--- config.mk ---
export PLATFORM = sky130hd
export DESIGN_NAME = lumacode_decoder
export DESIGN_NICKNAME = d
export VERILOG_FILES = /design/src/rtl/lumacode_pkg.sv /design/src/rtl/lumacode_slicer.sv /design/src/rtl/lumacode_decoder.sv
export SDC_FILE = /design/constraint.sdc
export NUM_CORES = 1
export LEC_CHECK = 0
export CAP_MARGIN = 5
export CORE_ASPECT_RATIO = 0.6
export CORE_MARGIN = 5
export CORE_UTILIZATION = 51
export CTS_BUF_LIST = sky130_fd_sc_hd__clkbuf_16
export DETAILED_ROUTE_END_ITERATION = 16
export MAX_ROUTING_LAYER = met4
export PLACE_DENSITY = 0.82
export SYNTH_ARGS = -nofsm -noshare
export SYNTH_HDL_FRONTEND = slang
export SYNTH_SLANG_ARGS = --single-unit
--- constraint.sdc ---
create_clock -name clk_i -period 6.4 [get_ports clk_i]
set_clock_uncertainty 0.1 [all_clocks]
set_input_delay 0.96 -clock clk_i [delete_from_list [all_inputs] [get_ports clk_i]]
set_output_delay 0.96 -clock clk_i [all_outputs]
set_load 0.01 [all_outputs]
--- src/rtl/lumacode_pkg.sv ---
`default_nettype none
// ---------------------------------------------------------------------------
// lumacode_pkg: shared mode/config types and constants for the Lumacode decoder.
// Revision: 1.0
// ---------------------------------------------------------------------------
package lumacode_pkg;

  typedef enum logic [1:0] {
    LC_OFF  = 2'd0,
    LC_2SYM = 2'd1,
    LC_3SYM = 2'd2,
    LC_4SYM = 2'd3
  } lc_mode_e;

  // Bit layout mirrors lumacode_cfg_i: [31:24] th3, [23:16] th2, [15:8] th1, [2] bank, [1:0] mode
  typedef struct packed {
    logic [7:0] th3;
    logic [7:0] th2;
    logic [7:0] th1;
    logic [4:0] rsvd;
    logic       bank;
    lc_mode_e   mode;
  } lc_cfg_t;

  localparam int LAT_RAM = 1;
  localparam int D_BASE  = 2;
  localparam int D_MAX   = 6;

endpackage
`default_nettype wire

--- src/rtl/lumacode_slicer.sv ---
`default_nettype none
// ---------------------------------------------------------------------------
// lumacode_slicer: 8-bit luma to 2-bit symbol against three thresholds.
// Revision: 1.0
// ---------------------------------------------------------------------------
module lumacode_slicer
  import lumacode_pkg::*;
(
  input  logic [7:0] luma_i,
  input  logic [7:0] th1_i,
  input  logic [7:0] th2_i,
  input  logic [7:0] th3_i,
  output logic [1:0] sym_o
);

  // Priority order keeps the result defined for non-monotonic thresholds
  always_comb begin
    if (luma_i < th1_i) begin
      sym_o = 2'd0;
    end else if (luma_i < th2_i) begin
      sym_o = 2'd1;
    end else if (luma_i < th3_i) begin
      sym_o = 2'd2;
    end else begin
      sym_o = 2'd3;
    end
  end

endmodule
`default_nettype wire

--- src/rtl/lumacode_decoder.sv ---
`default_nettype none
// ---------------------------------------------------------------------------
// lumacode_decoder: groups luma symbols into palette reads, emits aligned RGB.
// Optional LUMACODE_PASSTHRU_EN builds the mode-0 grey passthrough. Revision: 1.0
// ---------------------------------------------------------------------------
module lumacode_decoder #(
  parameter int LAT_RAM = lumacode_pkg::LAT_RAM
) (
  input  logic        clk_i,
  input  logic        rst_n_i,
  input  logic [31:0] lumacode_cfg_i,
  input  logic [7:0]  luma_i,
  input  logic        de_i,
  input  logic        hsync_i,
  input  logic        vsync_i,
  output logic [8:0]  lumacode_addr_o,
  output logic        lumacode_rden_o,
  input  logic [31:0] lumacode_data_i,
  output logic [23:0] rgb_o,
  output logic        de_o,
  output logic        hsync_o,
  output logic        vsync_o
);
  import lumacode_pkg::*;

  lc_cfg_t              cfg_q, cfg_d, cfg_in;
  logic                 vs_prev_q, de_prev_q;
  logic [1:0]           ph_q, ph_d, phase;
  logic [7:0]           acc_q, acc_d, acc_base, acc_next;
  logic [8:0]           addr_q, addr_d;
  logic                 rden_q, rden_d;
  logic [LAT_RAM-1:0]   rd_pipe_q;
  logic [23:0]          rgb_q, pix;
  logic [D_MAX-1:0]     de_dl_q, hs_dl_q, vs_dl_q;
  logic [1:0]           sym;
  logic                 vs_rise, de_rise;
  logic [2:0]           tap;
  logic                 unused_bits;

  assign cfg_in  = lc_cfg_t'(lumacode_cfg_i);
  assign vs_rise = vsync_i & ~vs_prev_q;
  assign de_rise = de_i & ~de_prev_q;
  // A vsync rise applies the new config to the very sample that carries it
  assign cfg_d   = vs_rise ? cfg_in : cfg_q;

  lumacode_slicer u_slicer (
    .luma_i (luma_i),
    .th1_i  (cfg_d.th1),
    .th2_i  (cfg_d.th2),
    .th3_i  (cfg_d.th3),
    .sym_o  (sym)
  );

  always_comb begin
    acc_base = de_rise ? 8'd0 : acc_q;
    phase    = de_rise ? 2'd0 : ph_q;
    acc_next = {acc_base[5:0], sym};
    ph_d     = 2'd0;
    acc_d    = 8'd0;
    rden_d   = 1'b0;
    addr_d   = addr_q;
    if (de_i && (cfg_d.mode != LC_OFF)) begin
      // Last phase index equals the mode value (SPP-1)
      if (phase >= cfg_d.mode) begin
        rden_d = 1'b1;
        addr_d = {cfg_d.bank, acc_next};
      end else begin
        ph_d  = phase + 2'd1;
        acc_d = acc_next;
      end
    end
  end

  always_ff @(posedge clk_i or negedge rst_n_i) begin
    if (!rst_n_i) begin
      cfg_q     <= '0;
      vs_prev_q <= 1'b0;
      de_prev_q <= 1'b0;
      ph_q      <= 2'd0;
      acc_q     <= 8'd0;
      addr_q    <= 9'd0;
      rden_q    <= 1'b0;
      rd_pipe_q <= '0;
      rgb_q     <= 24'd0;
      de_dl_q   <= '0;
      hs_dl_q   <= '0;
      vs_dl_q   <= '0;
    end else begin
      cfg_q     <= cfg_d;
      vs_prev_q <= vsync_i;
      de_prev_q <= de_i;
      ph_q      <= ph_d;
      acc_q     <= acc_d;
      addr_q    <= addr_d;
      rden_q    <= rden_d;
      rd_pipe_q[0] <= rden_q;
      for (int i = 1; i < LAT_RAM; i++) begin
        rd_pipe_q[i] <= rd_pipe_q[i-1];
      end
      if (rd_pipe_q[LAT_RAM-1]) begin
        rgb_q <= lumacode_data_i[23:0];
      end
      de_dl_q <= {de_dl_q[D_MAX-2:0], de_i};
      hs_dl_q <= {hs_dl_q[D_MAX-2:0], hsync_i};
      vs_dl_q <= {vs_dl_q[D_MAX-2:0], vsync_i};
    end
  end

  // Tap D-1 of the delay line, D = SPP + D_BASE (mode 0 behaves like SPP=2)
  assign tap     = (cfg_q.mode == LC_OFF) ? 3'd3 : (3'({1'b0, cfg_q.mode}) + 3'(D_BASE));
  assign de_o    = de_dl_q[tap];
  assign hsync_o = hs_dl_q[tap];
  assign vsync_o = vs_dl_q[tap];

`ifdef LUMACODE_PASSTHRU_EN
  logic [3:0][7:0] pass_q;

  always_ff @(posedge clk_i or negedge rst_n_i) begin
    if (!rst_n_i) begin
      pass_q <= '0;
    end else begin
      pass_q <= {pass_q[2:0], luma_i};
    end
  end

  assign pix = (cfg_q.mode == LC_OFF) ? {3{pass_q[3]}} : rgb_q;
`else
  assign pix = (cfg_q.mode == LC_OFF) ? 24'd0 : rgb_q;
`endif

  assign rgb_o           = de_o ? pix : 24'd0;
  assign lumacode_addr_o = addr_q;
  assign lumacode_rden_o = rden_q;
  assign unused_bits     = ^lumacode_data_i[31:24];

endmodule
`default_nettype wire

# == Word-level counts from Yosys, hierarchy flattened ==
# Index checks and enable logic that the tools add are counted.
# word_totals
regBits,95
input_bits,77
out_inout_bits,37
word_cells,53
# classes
n_addsub,2
magnitude_cmp,5
muxes,21
bitwise,4
reduce_logical,4
# ops
op,count
24-bit 2-to-1 mux,2
32-bit 2-to-1 mux,1
8-bit less-than comparator,3
6-bit 2-to-1 mux,3
2-bit 2-to-1 mux,5
1-bit binary-select mux with 3-bit select,3
1-bit 2-to-1 mux,6
"3-bit by 4-bit less-than comparator with 1-bit output, second input constant",1
"2-bit by 2-bit adder with 3-bit output, second input constant",1
3-bit 2-to-1 mux,1
"2-bit by 1-bit adder with 2-bit output, second input constant",1
1-bit AND,2
2-bit >= comparator,1
2-bit logical NOT,1
1-bit inverter,2
2-bit AND reduction,1
2-bit nonzero test,1
1-bit logical AND,1

# == Logic depth before layout (Yosys ltp) ==
# Gate-level depths: netlist (run 1).
# logic_depth
ltp_word,9
mapped_depth,11
depth_no_buf,10

# == Modules after synthesis ==
# From an unflattened synthesis (run 1), not the netlist that was laid out.
# hier_totals
cells_unflattened,305
area_unflattened_um2,3885.0
# by_module_without_submodules
module,instances,cells_per_inst,area_per_inst_um2,seq_area_each_um2
lumacode_decoder,1,232,3348.2,2202.1
lumacode_slicer,1,73,536.8,0.0

# == Worst setup path after synthesis (run 1) ==
# OpenSTA, ideal clock, no wires.
# synth_path
kind,input to register
startpoint,in vsync_i
endpoint,"reg addr_q[0], in the netlist lumacode_addr_o[0]"
setup_time_ns,0.095
arrival_time_ns,2.728
required_time_ns,6.205
setup_slack_ns,3.477
cell_stages,11
n_path_buf,2
path_cell_list,nand2b_4 -> buf_6 -> buf_2 -> mux2i_1 -> ha_1 -> a21o_1 -> a21oi_1 -> o21ai_0 -> a21oi_1 -> a211oi_1 -> o31ai_1
# synth_between
elab_chain_len,6
word_cells_on_any_way,12
cone_classes,order compare: 4; mux: 4; bitwise: 1; reduce/logical: 3
# synth_lines
element,line_no,rtl
from (decl),lumacode_decoder.sv:15,"input logic vsync_i,"
1-bit AND *,lumacode_decoder.sv:41,assign vs_rise = vsync_i & ~vs_prev_q;
32-bit 2-to-1 mux *,lumacode_decoder.sv:44,assign cfg_d = vs_rise ? cfg_in : cfg_q;
8-bit less-than comparator,lumacode_slicer.sv:22,end else if (luma_i < th3_i) begin
1-bit 2-to-1 mux,lumacode_slicer.sv:22,
2-bit 2-to-1 mux,lumacode_slicer.sv:20,end else if (luma_i < th2_i) begin
2-bit 2-to-1 mux,lumacode_slicer.sv:18,if (luma_i < th1_i) begin
to (signal assigned),lumacode_decoder.sv:94,addr_q <= addr_d;
to (decl),lumacode_decoder.sv:30,"logic [8:0] addr_q, addr_d;"
# Mark *: on every way between the ends. The rest lies on a longest branch, timed or not.
# A chain may end at the register's enable or synchronous reset.

# == Worst setup path in the final report (run 1) ==
# layout_path
startpoint,reg cfg_q[0] in the netlist's numbering
endpoint,out rgb_o[3]
# layout_between
elab_chain_len,5
word_cells_on_any_way,7
cone_classes,add/sub: 1; mux: 5; reduce/logical: 1
# layout_lines
element,line_no,rtl
from (decl),lumacode_decoder.sv:26,"lc_cfg_t cfg_q, cfg_d, cfg_in;"
from (signal assigned),lumacode_decoder.sv:89,cfg_q <= cfg_d;
2-bit by 2-bit adder with 3-bit output / 2-bit logical NOT (equally long branches),"lumacode_decoder.sv:110, lumacode_decoder.sv:128",
3-bit 2-to-1 mux,lumacode_decoder.sv:110,"assign tap = (cfg_q.mode == LC_OFF) ? 3'd3 : (3'({1'b0, cfg_q.mode}) + 3'(D_BASE));"
1-bit binary-select mux with 3-bit select,lumacode_decoder.sv:111,assign de_o = de_dl_q[tap];
1-bit 2-to-1 mux (implied by the code),lumacode_decoder.sv:111,
24-bit 2-to-1 mux *,lumacode_decoder.sv:131,assign rgb_o = de_o ? pix : 24'd0;
to (decl),lumacode_decoder.sv:19,"output logic [23:0] rgb_o,"
# Mark *: on every way between the ends. The rest lies on a longest branch, timed or not. The select of a mux whose other input is x is not followed.

==> load_flow_metrics.sql, run 1 <==
INSERT INTO impl_metrics (metric_group, metric, value, unit) VALUES
('sta', 'setup-violations-final', '0', ''),
('power', 'p_seq_share', '42.9', '%'),
('yosys', 'synth-async-reset-ratio', '100', '%'),
('setup_path', 'ff2ff_setup_slack', '3.56', 'ns'),
('place', 'routabilityCongestion', '0.809', ''),
('detailed_routing', 'postRouteWirelength', '8.00', 'mm'),
('yosys', 'netlist_area_pre_place', '3840', 'um2'),
('detailed_routing', 'dr.first_iter.drc_count', '143', ''),
('sta', 'worstMarginPinSlew', '1.21', 'ns'),
('setup_path', 'crit_path_top_delay_cell', 'a211oi_2', ''),
('worst_hold_path', 'min_path_type', 'flop to flop', ''),
('outcome', 'run_status', 'finished clean', ''),
('final_layout', 'antennaDiodeCount', '0', ''),
('setup_path', 'worstSetupPathDepth', '4', ''),
('yosys', 'synth_common_cells', 'dfrtp_1, mux2_2, and2_1', ''),
('sta', 'grt_setup_unrepaired', 'no', ''),
('clock_network', 'clock_sink_count', '88', ''),
('floorplan', 'coreArea', '7300', 'um2'),
('grt', 'grt_max_degree', '89', ''),
('place', 'place.port_buffers', '100', ''),
('setup_path', 'startpoint', 'cfg_q[0]', ''),
('yosys', 'synth.most_common_cell', 'dfrtp_1', ''),
('setup_path', 'reg2reg_to', 'lumacode_addr_o[8]', ''),
('yosys', 'synthesis.instances', '310', ''),
('yosys', 'yosysUniqueCellTypes', '27', ''),
('job', 'cap_viol_max_count', '0', ''),
('power', 'cellLeakagePower', '2.43', 'nW'),
('power', 'power_switching', '0.463', 'mW'),
('sta', 'layout_min_cycle_time', '3.84', 'ns'),
('setup_path', 'crit_path_start_kind', 'flop', ''),
('grt', 'antenna_found_initial', '0', ''),
('place', 'detailed_place_hpwl', '5.87', 'mm'),
('clock_network', 'cts_inserted_buffers', '9', ''),
('setup_path', 'r2r_start', 'vs_dl_q[0]', ''),
('power', 'power.share.switching', '27.0', '%'),
('sta', 'clock.fmax', '260', 'MHz'),
('yosys', 'post_synth.cell_area_avg', '12.4', 'um2'),
('clock_network', 'cts_buffer_depth', '2', ''),
('clock_network', 'tritoncts', 'yes', ''),
('detailed_routing', 'via_per_inst', '4.87', ''),
('detailed_routing', 'dr.pass1.iters', '6', ''),
('yosys', 'synth_top_cell_area_share', '57.3', '%'),
('setup_path', 'worst_ep_arrival_time', '2.78', 'ns'),
('detailed_routing', 'wire_per_inst', '15.5', 'um'),
('clock_network', 'cts.root.buffer_cell', 'clkbuf_16', ''),
('yosys', 'synth_edf_count', '0', ''),
('setup_path', 'buffers_plus_inverters_on_the_worst_setup_path', '1', ''),
('yosys', 'synth-main-ff-cell', 'dfrtp_1', ''),
('yosys', 'seq_area_frac_synth', '57.3', '%'),
('yosys', 'syn-num-nets', '410', ''),
('floorplan', 'boundaryPins', '114', ''),
('floorplan', 'floorplan.die.height', '77.2', 'um'),
('power', 'comb_power_share', '27.1', '%'),
('setup_path', 'setup.worst_path.end_class', 'output port', ''),
('clock_network', 'cts_repair_resize_count', '0', ''),
('grt', 'track_usage', '19.5', '%'),
('detailed_routing', 'ant_nets', '0', ''),
('setup_path', 'startpoint_to_endpoint_class_of_the_critical_path', 'flop to output port', ''),
('sta', 'final-max-slew-violation-count', '0', ''),
('setup_path', 'path_max_fanout', '24', ''),
('yosys', 'yosysWarningCount', '0', ''),
('final_layout', 'final_util', '71.1', '%'),
('setup_path', 'worstRegToRegCells', '7', ''),
('power', 'pwr-share-clk', '29.9', '%'),
('floorplan', 'rows', '24', ''),
('clock_network', 'postCtsSetupBuffers', '0', ''),
('clock_network', 'ctsHoldBuffers', '0', ''),
('floorplan', 'die-area', '9430', 'um2'),
('setup_path', 'cp_cell_sequence', 'mux2i_1, a211oi_2, and2_1, clkdlybuf4s50_1', ''),
('detailed_routing', 'drt_drc_violations_left', '0', ''),
('final_layout', 'finish.net_count', '507', '');
-- cell families after synthesis --
| logic type | share of synthesized area [%] |
|---|---|
| buffers and inverters | 4.40 |
| DFF | 57.3 |
| and+or+nand+nor | 9.15 |
| AOI/OAI and AO/OA | 5.86 |
| muxes | 15.6 |
| xor gates and xnor gates | 0.228 |
| adders and majority gates | 7.49 |
-- worst min-delay path by stage --
stage                     slack [ns]          to       start  depth (start not counted)
after global routing            0.25  de_dl_q[3]  de_dl_q[2]                          0
after global placement          0.23  vs_dl_q[2]  vs_dl_q[1]                          0
after floorplan                 0.23  de_dl_q[2]  de_dl_q[1]                          0
final                           0.24  de_dl_q[3]  de_dl_q[2]                          0
after CTS                       0.25  de_dl_q[3]  de_dl_q[2]                          0
after detailed placement        0.23  de_dl_q[3]  de_dl_q[2]                          0
-- per-stage QoR --
stage                     cell area (um2)  power [mW]  instances  hold slack [ns]  setup WS, ns
after global placement               4890        1.20        500            0.234          2.50
after floorplan                      3840       0.989        310            0.231          3.48
final                                5190        1.72        516            0.243          2.56
after global routing                 5190        1.83        516            0.254          2.36
after detailed placement             4890        1.22        500            0.235          2.50
after CTS                            5190        1.74        516            0.249          2.52
-- layout by cell type, fill, tap and decap left out, types with 9 or more instances in the layout --
master / instances
and2_1: 25
inv_1: 23
mux2i_1: 23
dfrtp_1: 88
mux2_2: 30
clkbuf_16: 9
clkdlybuf4s50_1: 99
ha_1: 23
nor2_1: 15
a21oi_1: 13
nand2_1: 20
-- worst register-to-register path, stage by stage, from the launching register on --
cell,delay [ns]
dfrtp_1,0.34
nand2b_4,0.43
mux2_2,0.41
ha_1,0.28
nand2b_1,0.14
a21oi_1,0.17
or2_1,0.51
mux2_4,0.35
-- sequential cells by signal, indices dropped and copies added (netlist names) --
register         flops
cfg_q               27
rd_pipe_q            1
de_dl_q              6
hs_dl_q              6
lumacode_rden_o      1
lumacode_addr_o      9
rgb_q               24
vs_dl_q              6
ph_q                 2
acc_q                6
-- final cells by class --
type,instances,area [um2]
Clock buffer,9,225
Timing Repair Buffer,100,998
Fill cell,501,2110
Inverter,23,86.3
Clock inverter,7,72.6
Tap cell,104,130
Sequential cell,88,2200
Multi-Input combinational cell,185,1470
-- power by group through the flow --
stage	Combinational, mW	Sequential [mW]	Clock, mW
floorplan	0.264	0.725	0
global placement	0.456	0.739	0
detailed placement	0.469	0.748	0
CTS	0.473	0.739	0.525
global route	0.516	0.755	0.555
finish	0.466	0.738	0.514
-- per-layer routing --
layer  wire length [um]  GRT usage (%)  share of wire [%]  vias up
li1                   -              -                  -     1239
met1               3930           26.4                 49     1207
met2               3600           28.7                 45       59
met3                396           6.54                5.0        8
met4                 68           4.69               0.85        0
met5                  0              -                  0        -
Note: power is estimated with default switching activity, not from simulation.
==> run 2: changes to the inputs <==
--- a/config.mk
+++ b/config.mk
@@ -8,11 +8,11 @@
 export CAP_MARGIN = 5
 export CORE_ASPECT_RATIO = 0.6
 export CORE_MARGIN = 5
-export CORE_UTILIZATION = 51
+export CORE_UTILIZATION = 43
 export CTS_BUF_LIST = sky130_fd_sc_hd__clkbuf_16
 export DETAILED_ROUTE_END_ITERATION = 16
 export MAX_ROUTING_LAYER = met4
-export PLACE_DENSITY = 0.82
+export PLACE_DENSITY = 0.74
 export SYNTH_ARGS = -nofsm -noshare
 export SYNTH_HDL_FRONTEND = slang
 export SYNTH_SLANG_ARGS = --single-unit
==> constraint.sdc (replaced) <==
create_clock -name clk_i -period 3.45 [get_ports clk_i]
set_clock_uncertainty 0.1 [all_clocks]
set_input_delay 0.5175 -clock clk_i [delete_from_list [all_inputs] [get_ports clk_i]]
set_output_delay 0.5175 -clock clk_i [all_outputs]
set_load 0.01 [all_outputs]
==> load_flow_metrics.sql, run 2 (same netlist as run 1, synthesis figures left out) <==
INSERT INTO impl_metrics (metric_group, metric, value, unit) VALUES
('final_layout', 'final_util', '60.4', '%'),
('job', 'cap_viol_max_count', '0', ''),
('detailed_routing', 'dr.pass1.iters', '6', ''),
('sta', 'timing.final.ws_setup', '0.667', 'ns'),
('detailed_routing', 'wire_per_inst', '15.4', 'um'),
('setup_path', 'reg2reg_to', 'lumacode_addr_o[0]', ''),
('sta', 'setup-violations-final', '0', ''),
('worst_hold_path', 'hold_end', 'hs_dl_q[2]', ''),
('setup_path', 'max_stage_delay_on_crit_path', '0.56', 'ns'),
('sta', 'layout_min_cycle_time', '2.78', 'ns'),
('sta', 'grt_setup_unrepaired', 'no', ''),
('setup_path', 'setup.worst_path.end_class', 'output port', ''),
('grt', 'track_usage', '16.2', '%'),
('grt', 'grt_max_degree', '89', ''),
('grt', 'antenna_found_initial', '0', ''),
('setup_path', 'startpoint_to_endpoint_class_of_the_critical_path', 'flop to output port', ''),
('detailed_routing', 'drt_drc_violations_left', '0', ''),
('grt', 'grt_overflow', '0', ''),
('clock_network', 'cts_buffer_depth', '2', ''),
('floorplan', 'coreArea', '8620', 'um2'),
('sta', 'final-max-slew-violation-count', '0', ''),
('floorplan', 'rows', '26', ''),
('final_layout', 'syn2layout_area_growth', '35.6', '%'),
('final_layout', 'largest_reg_flops', '27', ''),
('sta', 'clock.fmax', '359', 'MHz'),
('place', 'dp_worst_setup_slack', '0.334', 'ns'),
('floorplan', 'boundaryPins', '114', ''),
('place', 'detailed_place_hpwl', '6.04', 'mm'),
('final_layout', 'finalNonFillerCells', '527', ''),
('final_layout', 'mostFrequentLayoutCells', 'clkdlybuf4s50_1, dfrtp_1, mux2_2, and2_1', ''),
('power', 'p_per_area', '607', 'nW/um2'),
('setup_path', 'crit_path_start_kind', 'flop', ''),
('setup_path', 'cp_cell_sequence', 'mux2i_1, a211oi_2, buf_4, and2_1, clkdlybuf4s50_1', ''),
('grt', 'number_of_global_route_vias_before_repair', '2703', ''),
('place', 'place.port_buffers', '100', ''),
('power', 'cellLeakagePower', '2.44', 'nW'),
('setup_path', 'cp.required', '2.83', 'ns'),
('clock_network', 'ctsHoldBuffers', '0', ''),
('setup_path', 'buffers_plus_inverters_on_the_worst_setup_path', '2', ''),
('final_layout', 'mostFrequentLayoutCell', 'clkdlybuf4s50_1', ''),
('detailed_routing', 'via_per_inst', '4.79', ''),
('setup_path', 'worst_ep_arrival_time', '2.17', 'ns'),
('final_layout', 'antennaDiodeCount', '0', ''),
('final_layout', 'register_with_the_highest_flop_count', 'cfg_q', ''),
('detailed_routing', 'postRouteWirelength', '8.11', 'mm'),
('setup_path', 'r2r_start', 'vs_dl_q[0]', ''),
('clock_network', 'clock_insertion_delay_worst_skew', '0.33', 'ns'),
('final_layout', 'finish.net_count', '510', ''),
('floorplan', 'floorplan.initialDensity', '44.6', '%'),
('setup_path', 'path_max_fanout', '24', ''),
('sta', 'totalNegativeSetupSlack', '0', 'ns'),
('clock_network', 'cts.clk_slew.worst_paths', '0.06', 'ns'),
('worst_hold_path', 'launch_point_of_the_worst_hold_path', 'hs_dl_q[1]', ''),
('clock_network', 'clock_tree.htree_level_count', '3', ''),
('setup_path', 'ff2ff_setup_slack', '0.95', 'ns'),
('setup_path', 'critPathTopFamily', 'buffers and inverters', ''),
('sta', 'timing.max_slew.rel_slack', '27.6', '%'),
('setup_path', 'worstRegToRegCells', '8', ''),
('clock_network', 'cts_repair_resize_count', '0', ''),
('worst_hold_path', 'min_path_type', 'flop to flop', ''),
('place', 'post-place-cells', '511', ''),
('place', 'routabilityCongestion', '0.796', ''),
('grt', 'grt_first_pass_wirelength', '13.8', 'mm'),
('clock_network', 'clock_sink_count', '88', ''),
('clock_network', 'tritoncts', 'yes', ''),
('worst_hold_path', 'hold_path_depth', '0', ''),
('floorplan', 'floorplan.die.height', '83.2', 'um'),
('detailed_routing', 'via_count', '2523', ''),
('sta', 'worstMarginPinSlew', '1.09', 'ns'),
('clock_network', 'cts.root.buffer_cell', 'clkbuf_16', ''),
('final_layout', 'layout_cells_sized_above_1', '12.5', '%'),
('clock_network', 'postCtsSetupBuffers', '0', ''),
('sta', 'hold_viol', '0', ''),
('detailed_routing', 'ant_nets', '0', ''),
('detailed_routing', 'dr.first_iter.drc_count', '140', ''),
('sta', 'layout_worst_path_cycle_share', '80.7', '%'),
('outcome', 'run_status', 'finished clean', ''),
('power', 'vdd.ir_drop.worst', '0.297', 'mV'),
('floorplan', 'die-area', '11000', 'um2'),
('clock_network', 'cts_inserted_buffers', '9', ''),
('floorplan', 'floorplan.die.width', '132', 'um'),
('setup_path', 'crit_path_top_delay_cell', 'clkdlybuf4s50_1', '');
## run 2: changes by cell type in the layout (fill, tap and decap cells not counted), sizes merged
| cell | previous run | this run |
|---|---|---|
| buf | 1 | 4 |
## run 2: worst max path at each step
stage | cells after the start | slack, ns | end | startpoint
after floorplan | 11 | 0.97 | lumacode_addr_o[0] | vsync_i
after global placement | 10 | 0.37 | lumacode_addr_o[0] | vsync_i
after detailed placement | 10 | 0.33 | lumacode_addr_o[0] | vsync_i
after CTS | 5 | 0.63 | rgb_o[22] | cfg_q[0]
after global routing | 10 | 0.43 | lumacode_addr_o[0] | vsync_i
final | 5 | 0.67 | rgb_o[2] | cfg_q[0]
## run 2: layout make-up
cell class                 count  area, um2
inverter                      23       86.3
multi-input combinational    185       1470
clock buffer                   9        225
sequential                    88       2200
tap                          112        140
fill                         699       3410
timing repair buffer         103       1020
clock inverter                 7       62.6
## run 2: report_power, final
part           switching [mW]  internal [mW]
Clock                   0.374          0.553
Combinational           0.346          0.519
Sequential              0.112           1.25
Total                   0.833           2.33
## run 2: through the flow
step	hold slack, ns	instance area, um2	power (mW)
2_1_floorplan	0.122	3840	1.83
3_3_place_gp	0.234	4920	2.23
3_5_place_dp	0.235	4920	2.26
4_1_cts	0.249	5210	3.21
5_1_grt	0.250	5210	3.36
6_report	0.246	5210	3.16
## run 2: layer usage
| metal | GRT usage [%] | up-vias | routed length [um] |
|---|---|---|---|
| met5 | - | - | 0 |
| met4 | 3.92 | 0 | 57 |
| met3 | 5.31 | 5 | 416 |
| met2 | 24.0 | 58 | 3700 |
| met1 | 21.7 | 1217 | 3940 |
| li1 | - | 1243 | - |
==> run 3: changes to the inputs <==
--- a/config.mk
+++ b/config.mk
@@ -8,11 +8,11 @@
 export CAP_MARGIN = 5
 export CORE_ASPECT_RATIO = 0.6
 export CORE_MARGIN = 5
-export CORE_UTILIZATION = 43
+export CORE_UTILIZATION = 47
 export CTS_BUF_LIST = sky130_fd_sc_hd__clkbuf_16
 export DETAILED_ROUTE_END_ITERATION = 16
 export MAX_ROUTING_LAYER = met4
-export PLACE_DENSITY = 0.74
+export PLACE_DENSITY = 0.77
 export SYNTH_ARGS = -nofsm -noshare
 export SYNTH_HDL_FRONTEND = slang
 export SYNTH_SLANG_ARGS = --single-unit
==> constraint.sdc (replaced) <==
create_clock -name clk_i -period 2.6 [get_ports clk_i]
set_clock_uncertainty 0.1 [all_clocks]
set_input_delay 0.39 -clock clk_i [delete_from_list [all_inputs] [get_ports clk_i]]
set_output_delay 0.39 -clock clk_i [all_outputs]
set_load 0.01 [all_outputs]
==> load_flow_metrics.sql, run 3 (same netlist as run 1, synthesis figures left out) <==
INSERT INTO impl_metrics (metric_group, metric, value, unit) VALUES
('final_layout', 'register_with_the_highest_flop_count', 'cfg_q', ''),
('place', 'post_dp_cell_area', '5120', 'um2'),
('detailed_routing', 'drt_drc_violations_left', '0', ''),
('grt', 'track_usage', '19.4', '%'),
('final_layout', 'largest_reg_flops', '27', ''),
('setup_path', 'max_stage_delay_on_crit_path', '0.53', 'ns'),
('power', 'comb_power_share', '28.1', '%'),
('floorplan', 'floorplan.die.width', '127', 'um'),
('power', 'cellLeakagePower', '2.75', 'nW'),
('setup_path', 'cp_cell_sequence', 'mux2i_1, a211oi_2, buf_4, and2_1, clkdlybuf4s50_1', ''),
('detailed_routing', 'dr.pass1.iters', '4', ''),
('sta', 'hold_viol', '0', ''),
('floorplan', 'floorplan.initialDensity', '48.6', '%'),
('final_layout', 'syn2layout_area_growth', '43.3', '%'),
('clock_network', 'clock_tree.htree_level_count', '3', ''),
('place', 'routabilityCongestion', '0.834', ''),
('floorplan', 'coreArea', '7910', 'um2'),
('setup_path', 'path_max_fanout', '5', ''),
('setup_path', 'startpoint_to_endpoint_class_of_the_critical_path', 'flop to output port', ''),
('setup_path', 'crit_path_start_kind', 'flop', ''),
('final_layout', 'finish.net_count', '544', ''),
('power', 'power.share.switching', '26.8', '%'),
('outcome', 'run_status', 'finished clean', ''),
('clock_network', 'cts_inserted_buffers', '9', ''),
('clock_network', 'tritoncts', 'yes', ''),
('sta', 'setup-violations-final', '0', ''),
('sta', 'worstMarginPinSlew', '0.492', 'ns'),
('detailed_routing', 'wire_per_inst', '16.1', 'um'),
('clock_network', 'clock_insertion_delay_worst_skew', '0.34', 'ns'),
('power', 'p_seq_share', '41.0', '%'),
('grt', 'number_of_global_route_vias_before_repair', '2972', ''),
('worst_hold_path', 'launch_point_of_the_worst_hold_path', 'vsync_i', ''),
('sta', 'timing.final.ws_setup', '0.129', 'ns'),
('final_layout', 'antennaDiodeCount', '0', ''),
('detailed_routing', 'postRouteWirelength', '8.97', 'mm'),
('power', 'power_switching', '1.18', 'mW'),
('place', 'detailed_place_hpwl', '6.42', 'mm'),
('clock_network', 'cts_buffer_depth', '2', ''),
('setup_path', 'cp.required', '2.11', 'ns'),
('setup_path', 'buffers_plus_inverters_on_the_worst_setup_path', '2', ''),
('final_layout', 'mostFrequentLayoutCells', 'dfrtp_1, clkdlybuf4s50_1, buf_4, mux2_2', ''),
('grt', 'grt_first_pass_wirelength', '14.8', 'mm'),
('sta', 'timing.max_slew.rel_slack', '67.2', '%'),
('setup_path', 'startpoint', 'cfg_q[0]', ''),
('sta', 'layout_min_cycle_time', '2.47', 'ns'),
('setup_path', 'r2r_start', 'vs_dl_q[0]', ''),
('power', 'vdd.ir_drop.worst', '0.406', 'mV'),
('power', 'total_power', '4.39', 'mW'),
('final_layout', 'final.fill_count', '606', ''),
('worst_hold_path', 'hold_end', 'vs_dl_q[0]', ''),
('setup_path', 'crit_path_top_delay_cell', 'clkdlybuf4s50_1', ''),
('detailed_routing', 'via_per_inst', '4.79', ''),
('final_layout', 'mostFrequentLayoutCell', 'dfrtp_1', ''),
('clock_network', 'cts.root.buffer_cell', 'clkbuf_16', ''),
('floorplan', 'die-area', '10100', 'um2'),
('final_layout', 'layout_cells_sized_above_1', '19.4', '%'),
('floorplan', 'boundaryPins', '114', ''),
('grt', 'grt_max_degree', '54', ''),
('setup_path', 'worst_ep_arrival_time', '1.98', 'ns'),
('worst_hold_path', 'min_path_type', 'input port to flop', ''),
('detailed_routing', 'ant_nets', '0', ''),
('setup_path', 'setup.worst_path.end_class', 'output port', ''),
('detailed_routing', 'dr.first_iter.drc_count', '102', ''),
('sta', 'clock.fmax', '405', 'MHz'),
('job', 'cap_viol_max_count', '0', ''),
('floorplan', 'floorplan.die.height', '80.0', 'um'),
('final_layout', 'postLayoutCellArea', '5510', 'um2'),
('grt', 'grt_overflow', '0', ''),
('sta', 'final-max-slew-violation-count', '0', ''),
('setup_path', 'ff2ff_setup_slack', '0.19', 'ns'),
('power', 'p_per_area', '798', 'nW/um2'),
('floorplan', 'rows', '25', ''),
('grt', 'antenna_found_initial', '0', ''),
('power', 'pwr-share-clk', '30.9', '%'),
('setup_path', 'reg2reg_to', 'lumacode_addr_o[0]', ''),
('clock_network', 'clock_sink_count', '88', ''),
('setup_path', 'worstRegToRegCells', '10', ''),
('worst_hold_path', 'hold_path_depth', '1', ''),
('place', 'dp_worst_setup_slack', '-0.301', 'ns'),
('detailed_routing', 'via_count', '2668', ''),
('setup_path', 'critPathTopFamily', 'buffers and inverters', ''),
('place', 'place.port_buffers', '100', ''),
('power', 'internal_power', '3.21', 'mW'),
('clock_network', 'cts.clk_slew.worst_paths', '0.06', 'ns'),
('sta', 'layout_worst_path_cycle_share', '95.0', '%');
## run 3: cell types whose count changed in the layout (fill, tap and decap cells not counted), sizes merged
cell and delta:
dlymetal6s2s +4, dlygate4sd3 +1, clkdlybuf4s50 -22, clkinv -1
bufinv +1, nand2b +1, inv +2, buf +32
clkinvlp -2, dlygate4sd2 +18
## run 3: power by group through the flow
stage / Sequential [mW] / Clock [mW] / Combinational, mW
after floorplan: 1.78 / 0 / 0.649
after global placement: 1.80 / 0 / 1.23
after detailed placement: 1.82 / 0 / 1.26
after CTS: 1.80 / 1.37 / 1.23
after global routing: 1.84 / 1.44 / 1.37
final: 1.80 / 1.36 / 1.23
## run 3: worst max path at each step
stage	endpoint	slack, ns	cells past startpoint
floorplan	lumacode_addr_o[0]	0.25	11
detailed placement	lumacode_addr_o[0]	-0.30	11
global route	lumacode_addr_o[0]	-0.01	9
finish	rgb_o[12]	0.13	5
CTS	lumacode_addr_o[0]	0.02	11
global placement	lumacode_addr_o[0]	-0.27	11
## run 3: stage by stage
| stage | utilization [%] | hold WS (ns) | std cells | TNS [ns] |
|---|---|---|---|---|
| final | 69.6 | 0.249 | 557 | 0 |
| after global routing | 69.6 | 0.252 | 557 | -0.0136 |
| after CTS | 69.0 | 0.251 | 554 | 0 |
| after detailed placement | 64.6 | 0.237 | 532 | -3.14 |
| after global placement | 64.6 | 0.233 | 532 | -2.61 |
| after floorplan | - | -0.00559 | 310 | 0 |
## run 3: layout make-up
type | count | area, um2 | area share [%]
Clock buffer | 9 | 225 | 4.09
Clock inverter | 7 | 88.8 | 1.61
Inverter | 23 | 86.3 | 1.57
Multi-Input combinational cell | 186 | 1490 | 27.1
Sequential cell | 88 | 2200 | 40.0
Tap cell | 108 | 135 | 2.45
Timing Repair Buffer | 136 | 1270 | 23.2
## run 3: per-layer routing
metal	vias to the layer above	GRT usage [%]	part of all wire, %
met1	1282	24.6	47
li1	1313	-	-
met3	18	5.55	4.3
met2	55	30.1	47
met5	-	-	0
met4	0	7.17	2.1
## run 3: timing repair
item,in CTS,in global routing
cloned,2,1
pin swaps,1,0
hold endpoints to repair,35,0
setup buffers,3,2
hold buffers,1,0
resized for setup,23,7
setup endpoints to repair,24,18
